### config.mk
export PLATFORM = sky130hd
export DESIGN_NAME = cl_stream_ctl_slv
export DESIGN_NICKNAME = d
export VERILOG_FILES = /design/src/rtl/cl_stream_ctl_slv.sv
export SDC_FILE = /design/constraint.sdc
export NUM_CORES = 1
export LEC_CHECK = 0
export CORE_MARGIN = 3
export CORE_UTILIZATION = 56
export CTS_CLUSTER_SIZE = 16
export DETAILED_ROUTE_END_ITERATION = 12
export HOLD_SLACK_MARGIN = 0.06
export PLACE_DENSITY = 0.81
export SLEW_MARGIN = 20
export SYNTH_ARGS = -nofsm -noshare
export SYNTH_HDL_FRONTEND = slang
export SYNTH_SLANG_ARGS = --single-unit
export TNS_END_PERCENT = 10
### constraint.sdc
create_clock -name clk -period 3.55 [get_ports clk]
set_input_delay 0.355 -clock clk [delete_from_list [all_inputs] [get_ports clk]]
set_output_delay 0.355 -clock clk [all_outputs]
set_load 0.01 [all_outputs]
### src/rtl/cl_stream_ctl_slv.sv
// Register slot for the streaming controller. It decodes the test-slot pulses
// and acks them one cycle later, and it holds the start/abort/finish/timeout FSM.
module cl_stream_ctl_slv #(
  parameter logic [31:0] DEFAULT_TIMEOUT = 32'd0,
  parameter logic [31:0] UNMAPPED_RDATA  = 32'hdead_beef
) (
  input  logic        clk,
  input  logic        sync_rst,
  input  logic [31:0] tst_addr,
  input  logic [31:0] tst_wdata,
  input  logic        tst_wr,
  input  logic        tst_rd,
  output logic        tst_ack,
  output logic [31:0] tst_rdata,
  input  logic        beat_valid,
  input  logic        stream_finished,
  output logic        stream_start,
  output logic        streaming_active
);

  localparam logic [1:0] ST_IDLE = 2'd0;
  localparam logic [1:0] ST_RUN  = 2'd1;
  localparam logic [1:0] ST_DONE = 2'd2;

  localparam logic [5:0] W_CTRL    = 6'h00;
  localparam logic [5:0] W_STATUS  = 6'h01;
  localparam logic [5:0] W_CYCLE   = 6'h02;
  localparam logic [5:0] W_TIMEOUT = 6'h03;
  localparam logic [5:0] W_BEAT    = 6'h04;
  localparam logic [5:0] W_SCRATCH = 6'h05;

  logic [1:0]  state_reg;
  logic [31:0] cycle_cnt_reg;
  logic [31:0] beat_cnt_reg;
  logic [31:0] timeout_limit_reg;
  logic [31:0] scratch_reg;
  logic        done_reg;
  logic        timeout_reg;
  logic        start_err_reg;

  logic [5:0]  word;
  logic        ctrl_wr;
  logic        status_wr;
  logic        start_req;
  logic        abort_req;
  logic        timeout_hit;
  logic [31:0] rd_mux;
  logic        unused_addr_bits;

  assign word             = tst_addr[7:2];
  assign unused_addr_bits = ^{tst_addr[31:8], tst_addr[1:0]};
  assign ctrl_wr          = tst_wr && (word == W_CTRL);
  assign status_wr        = tst_wr && (word == W_STATUS);
  // Abort dominates: a CTRL write with both bits set never starts a run.
  assign start_req        = ctrl_wr && tst_wdata[0] && !tst_wdata[1];
  assign abort_req        = ctrl_wr && tst_wdata[1];
  assign timeout_hit      = (timeout_limit_reg != 32'd0) && (cycle_cnt_reg >= timeout_limit_reg);
  assign streaming_active = (state_reg == ST_RUN);

  always_comb begin
    rd_mux = UNMAPPED_RDATA;
    case (word)
      W_CTRL:    rd_mux = 32'd0;
      W_STATUS:  rd_mux = {27'd0, start_err_reg, timeout_reg, done_reg, state_reg};
      W_CYCLE:   rd_mux = cycle_cnt_reg;
      W_TIMEOUT: rd_mux = timeout_limit_reg;
      W_BEAT:    rd_mux = beat_cnt_reg;
      W_SCRATCH: rd_mux = scratch_reg;
      default:   rd_mux = UNMAPPED_RDATA;
    endcase
  end

  always_ff @(posedge clk) begin
    if (sync_rst) begin
      state_reg         <= ST_IDLE;
      cycle_cnt_reg     <= 32'd0;
      beat_cnt_reg      <= 32'd0;
      timeout_limit_reg <= DEFAULT_TIMEOUT;
      scratch_reg       <= 32'd0;
      done_reg          <= 1'b0;
      timeout_reg       <= 1'b0;
      start_err_reg     <= 1'b0;
      tst_ack           <= 1'b0;
      tst_rdata         <= 32'd0;
      stream_start      <= 1'b0;
    end else begin
      // Read data comes from the pre-edge registers, so wr+rd returns the old value.
      tst_ack      <= tst_wr || tst_rd;
      tst_rdata    <= tst_rd ? rd_mux : 32'd0;
      stream_start <= 1'b0;

      if (tst_wr && (word == W_TIMEOUT)) timeout_limit_reg <= tst_wdata;
      if (tst_wr && (word == W_SCRATCH)) scratch_reg       <= tst_wdata;

      // W1C goes first so that an FSM event on the same edge can re-set a bit.
      if (status_wr) begin
        if (tst_wdata[2]) done_reg      <= 1'b0;
        if (tst_wdata[3]) timeout_reg   <= 1'b0;
        if (tst_wdata[4]) start_err_reg <= 1'b0;
      end

      case (state_reg)
        ST_RUN: begin
          if (beat_valid && (beat_cnt_reg != 32'hffff_ffff))
            beat_cnt_reg <= beat_cnt_reg + 32'd1;
          if (start_req) start_err_reg <= 1'b1;
          if (abort_req) begin
            state_reg   <= ST_DONE;
            done_reg    <= 1'b0;
            timeout_reg <= 1'b0;
          end else if (stream_finished) begin
            state_reg <= ST_DONE;
            done_reg  <= 1'b1;
          end else if (timeout_hit) begin
            state_reg   <= ST_DONE;
            timeout_reg <= 1'b1;
          end else if (cycle_cnt_reg != 32'hffff_ffff) begin
            cycle_cnt_reg <= cycle_cnt_reg + 32'd1;
          end
        end
        default: begin
          if (start_req) begin
            state_reg     <= ST_RUN;
            cycle_cnt_reg <= 32'd0;
            beat_cnt_reg  <= 32'd0;
            done_reg      <= 1'b0;
            timeout_reg   <= 1'b0;
            stream_start  <= 1'b1;
          end else if ((state_reg == ST_DONE) && status_wr && (tst_wdata[2] || tst_wdata[3])) begin
            state_reg <= ST_IDLE;
          end
        end
      endcase
    end
  end

endmodule

Word level (Yosys, flattened, before mapping)

Index checks and enable logic that the tools add are counted.

Word-level logic and storage cells: 86
Input bits: 70
Flip-flop bits (word level): 167

Multiplexer cells: 33
Order comparisons: 1
Bitwise logic cells: 1
Equal/unequal tests: 15
Reduce and logical (&&, ||, !) cells: 23
Add/subtract/negate cells: 2

Operator list:

| operator                                                                 | number |
|---|---|
| 32-bit 2-to-1 mux                                                        | 8 |
| 32-bit one-hot mux with 6 select lines                                   | 1 |
| 32-bit by 1-bit adder with 32-bit output (second input constant)         | 2 |
| 32-bit inequality test (second input constant)                           | 2 |
| 32-bit greater-or-equal comparator                                       | 1 |
| 32-bit nonzero test                                                      | 1 |
| 1-bit 2-to-1 mux                                                         | 18 |
| 6-bit by 2-bit equality test with 1-bit output (second input constant)   | 2 |
| 6-bit by 3-bit equality test with 1-bit output (second input constant)   | 2 |
| 2-bit 2-to-1 mux                                                         | 6 |
| 1-bit logical AND                                                        | 11 |
| 6-bit by 1-bit equality test with 1-bit output (second input constant)   | 1 |
| 6-bit logical NOT                                                        | 1 |
| 2-bit inequality test (second input constant)                            | 3 |
| 5-bit AND reduction                                                      | 1 |
| 2-bit by 1-bit inequality test with 1-bit output (second input constant) | 2 |
| 4-bit by 2-bit inequality test with 1-bit output (second input constant) | 1 |
| 2-bit AND reduction                                                      | 2 |
| 2-bit OR reduction                                                       | 2 |
| 3-bit nonzero test                                                       | 1 |
| 2-bit by 1-bit equality test with 1-bit output (second input constant)   | 1 |
| 2-bit equality test (second input constant)                              | 1 |
| 1-bit logical OR                                                         | 2 |
| 2-bit nonzero test                                                       | 1 |
| 2 further kinds                                                          | 2 |

Longest topological paths before layout

Depth after elaboration: 7
Gate-level depth with buffers: 12
Mapped depth without buffers: 10

Worst setup path before layout

OpenSTA, ideal clock, no wires.

Path type: flip-flop to flip-flop
Start point: reg timeout_limit_reg[30]
End point: reg cycle_cnt_reg[13]
Data arrival time: 2531 ps
Cell stages (with the launch flop): 13
Slack: 929 ps
Path buffers: 2
Cell sequence: dfxtp_1 -> inv_1 -> ha_1 -> a21oi_1 -> nand2_1 -> a221o_1 -> a211o_1 -> a22oi_4 -> and2_4 -> buf_6 -> buf_6 -> a41oi_1 -> a311oi_1

Cells in the longest elaborated chain, start to end: 4
Elaborated cells on any way between the ends: 5

RTL lines:

| element                                                                          | RTL line | text |
|---|---|---|
| from (decl)                                                                      | 35       | `logic [31:0] timeout_limit_reg;` |
| from (signal assigned)                                                           | 92       | `if (tst_wr && (word == W_TIMEOUT)) timeout_limit_reg <= tst_wdata;` |
| 32-bit greater-or-equal comparator / 32-bit nonzero test (equally long branches) | 57       | `assign timeout_hit = (timeout_limit_reg != 32'd0) && (cycle_cnt_reg >= timeout_limit_reg);` |
| 1-bit logical AND (*)                                                            | 57       |  |
| 2-bit inequality test (no line) (*)                                              | n/a      |  |
| 5-bit AND reduction (no line) (*)                                                | n/a      |  |
| to (signal assigned)                                                             | 118      | `cycle_cnt_reg <= cycle_cnt_reg + 32'd1;` |
| to (decl)                                                                        | 33       | `logic [31:0] cycle_cnt_reg;` |

Mark *: on every way between the ends. The rest lies on a longest branch, timed or not.
A chain may end at the register's enable or synchronous reset.

Worst setup path after layout

Start point: reg cycle_cnt_reg[23]
End point: reg cycle_cnt_reg[21]

Cells in the longest elaborated chain, start to end: 4
Elaborated cells on any way between the ends: 6

RTL lines:

| element                            | RTL line |
|---|---|
| 32-bit greater-or-equal comparator | 57 |
| 1-bit logical AND                  | 57 |
| 2-bit inequality test (no line)    | n/a |
| 5-bit AND reduction (no line) (*)  | n/a |

Marks and branches as above.

==> flow_summary_export.csv <==
group,metric,value,unit
final_layout,stdcell_area,0.0101,mm²
pwr,p_clk_frac,0.487,
grt,grt_max_degree,101,
sta,setup_viol,0,
floorplanning,rows,44,
grt,first_global_vias,7683,
pwr,pwr-share-seq,0.458,
hold_path,min-delay-path-class,"in -> reg",
routing,antenna_left,0,
pwr,p_per_area,409,mW/mm²
grt,grt_usage,0.301,
worst_setup_path,critPathMaxStageDelay,0.54,ns
sta,rsz0062_at_grt,"false",
placed_design,place_congestion,0.904,
sta,fin_ws,0.389,ns
logic_synthesis,synth-seq-cells,167,
pwr,p_switching,916,µW
cts,postCtsSetupBuffers,0,
logic_synthesis,yosysSeqAreaShare,0.393,
final_layout,postLayoutCoreUtil,0.690,
sta,slew_headroom,0.238,
logic_synthesis,synth_edf_count,0,
routing,drtPass1Iterations,6,
cts,tritoncts_num_sinks,167,
placed_design,io_buffers,78,
cts,post_cts_resized,0,
cts,clockRootBuffer,"clkbuf_16",
worst_setup_path,cp-start-kind,"register",
floorplanning,die_w,129,µm
flow_run,maxCapViolations,0,
final_layout,final_layout_size_suffix_gt1_frac,0.124,
cts,numCtsBuffers,17,
sta,fin_hold_ws,0.184,ns
cts,htreeDepth,4,
logic_synthesis,synthFlopType,"dfxtp_1",
logic_synthesis,syn_nets,1147,
worst_setup_path,r2r_cells,9,
sta,maxSlewViolCount,0,
logic_synthesis,synth_top_area_cell,"dfxtp_1",
floorplanning,dieArea,0.0167,mm²
routing,viasPerCell,6.36,
logic_synthesis,synthTopCellsByArea,"dfxtp_1 39%, nand2_1 8.3%, a21oi_1 7.6%",
final_layout,nets,1213,
worst_setup_path,worstPathRequired,3.90,ns
sta,final_hold_viol_count,0,
pwr,vdd_drop_max,0.341,mV
worst_setup_path,critPathMaxFanout,17,
grt,grt_pass1_wl,39.4,mm
sta,period_minus_slack,3.16,ns
floorplanning,core_area,0.0147,mm²
sta,clock.fmax,316,MHz
routing,drt_iter0_drc,916,
worst_setup_path,cp_cell_sequence,"ha_1, a21oi_1, o21ai_0, a221o_1, a211o_1, a22oi_4, nand2_2, or4_1, a31oi_1",
worst_setup_path,critPathBufInv,0,
worst_setup_path,worstSetupEndpointType,"register",
pwr,pwr-share-comb,0.055,
cts,cts_hold_buffers,0,
sta,finalSetupTns,0,ns
cts,clock_latency,0.44,ns
pwr,internal_power,3230,µW
pwr,switching_share,0.221,
floorplanning,die_y,129,µm
placed_design,place_hpwl,17.5,mm
pwr,power_leakage,0.00361,µW
logic_synthesis,yosys.area.top_type_share,0.393,
worst_setup_path,reg2reg_to,"cycle_cnt_reg[21]",
floorplanning,ios,105,
worst_setup_path,critical_path_class,"reg -> reg",
placed_design,place_area,0.00950,mm²
hold_path,holdPathStages,2,
grt,grt-ovfl-total,0,
routing,num_vias,8298,
logic_synthesis,synth_most_common_cell,"nand2_1",
status,outcome,"finished clean",
routing,drc,0,
logic_synthesis,synth_warnings,0,
grt,antenna_found_initial,0,
logic_synthesis,yosysUniqueCellTypes,68,
final_layout,area_growth,19.3,%
final_layout,antenna_cells,0,
hold_path,worstHoldEndpoint,"cycle_cnt_reg[2]",
cts,cts_tree,"yes",
logic_synthesis,async_reset_ff_frac,0,
worst_setup_path,regToRegStartpoint,"cycle_cnt_reg[23]",
floorplanning,initial_utilization,0.578,
logic_synthesis,avgSynthCellArea,8.15,µm²
logic_synthesis,synthTopCellsByCount,"187 x nand2_1, 167 x dfxtp_1, 129 x a21oi_1",
placed_design,pre_cts_slack,0.433,ns
logic_synthesis,syn_area,0.00850,mm²
hold_path,worstHoldStart,"sync_rst",
sta,period_share,0.890,
worst_setup_path,critical_path.top_delay_family,"compound AO/OA/AOI/OAI gates",
sta,clock_skew,0.00907,ns
logic_synthesis,synth_cells,1043,
worst_setup_path,worstPathArrival,3.51,ns
routing,avgRoutedWirePerCell,19.4,µm
sta,worst_slew_pin_slew,1.14,ns
cts,clk_path_buf_depth,2,
worst_setup_path,slowest_stage,"or4_1",
routing,wl,25.3,mm
worst_setup_path,r2r_slack,0.39,ns
cts,clkTransAtPathRegs,0.06,ns
[metal layers]
metal,GRT usage,vias to the layer above,routed length [µm]
met5,0,-,0
met4,0.140,0,1110
met3,0.0598,83,2080
met2,0.489,441,11800
met1,0.388,3895,10300
li1,-,3879,-
[final cells by class]
| cell class | count | area [µm²] |
|---|---|---|
| Tap cell | 184 | 230 |
| Clock inverter | 10 | 168 |
| Timing Repair Buffer | 111 | 1020 |
| Fill cell | 1149 | 4560 |
| Inverter | 42 | 158 |
| Clock buffer | 21 | 470 |
| Sequential cell | 167 | 3340 |
| Multi-Input combinational cell | 770 | 4750 |
[worst max-delay path by stage]
stage	startpoint	to	slack (ns)	cells after the start
2_1_floorplan	timeout_limit_reg[30]	cycle_cnt_reg[13]	0.93	12
3_3_place_gp	timeout_limit_reg[14]	cycle_cnt_reg[29]	0.52	10
3_5_place_dp	timeout_limit_reg[14]	cycle_cnt_reg[8]	0.43	10
4_1_cts	timeout_limit_reg[14]	cycle_cnt_reg[8]	0.45	10
5_1_grt	timeout_limit_reg[14]	cycle_cnt_reg[27]	0.17	10
6_report	cycle_cnt_reg[23]	cycle_cnt_reg[21]	0.39	9
[power groups by stage]
stage | Combinational, µW | Clock [µW] | Sequential, µW
after floorplan | 90.3 | 0 | 1950
after global placement | 222 | 0 | 1940
after detailed placement | 223 | 0 | 1940
after CTS | 224 | 2030 | 1900
after global routing | 240 | 2100 | 1900
final | 228 | 2020 | 1900
[placed cells by master (no fill, tap or decap), types with 39 or more instances in the layout]
| cell type | n |
|---|---|
| nand2_1 | 187 |
| dfxtp_1 | 167 |
| a21oi_1 | 128 |
| clkdlybuf4s50_1 | 76 |
| nor2_1 | 61 |
| mux2_2 | 49 |
| inv_1 | 42 |
| nand3_1 | 39 |
[kinds of logic after synthesis]
family / synth area share
and+or+nand+nor: 0.223
AOI/OAI and AO/OA: 0.202
DFF: 0.393
buffers and inverters: 0.0493
muxes: 0.0673
adders and majority gates: 0.0501
xor gates and xnor gates: 0.0155
[metrics by stage]
step / cells / power, µW
CTS: 1305 / 4150
detailed placement: 1274 / 2160
global placement: 1274 / 2160
finish: 1305 / 4150
floorplan: 1043 / 2040
global route: 1305 / 4240
No activity file was read; power rests on OpenSTA's default activity.
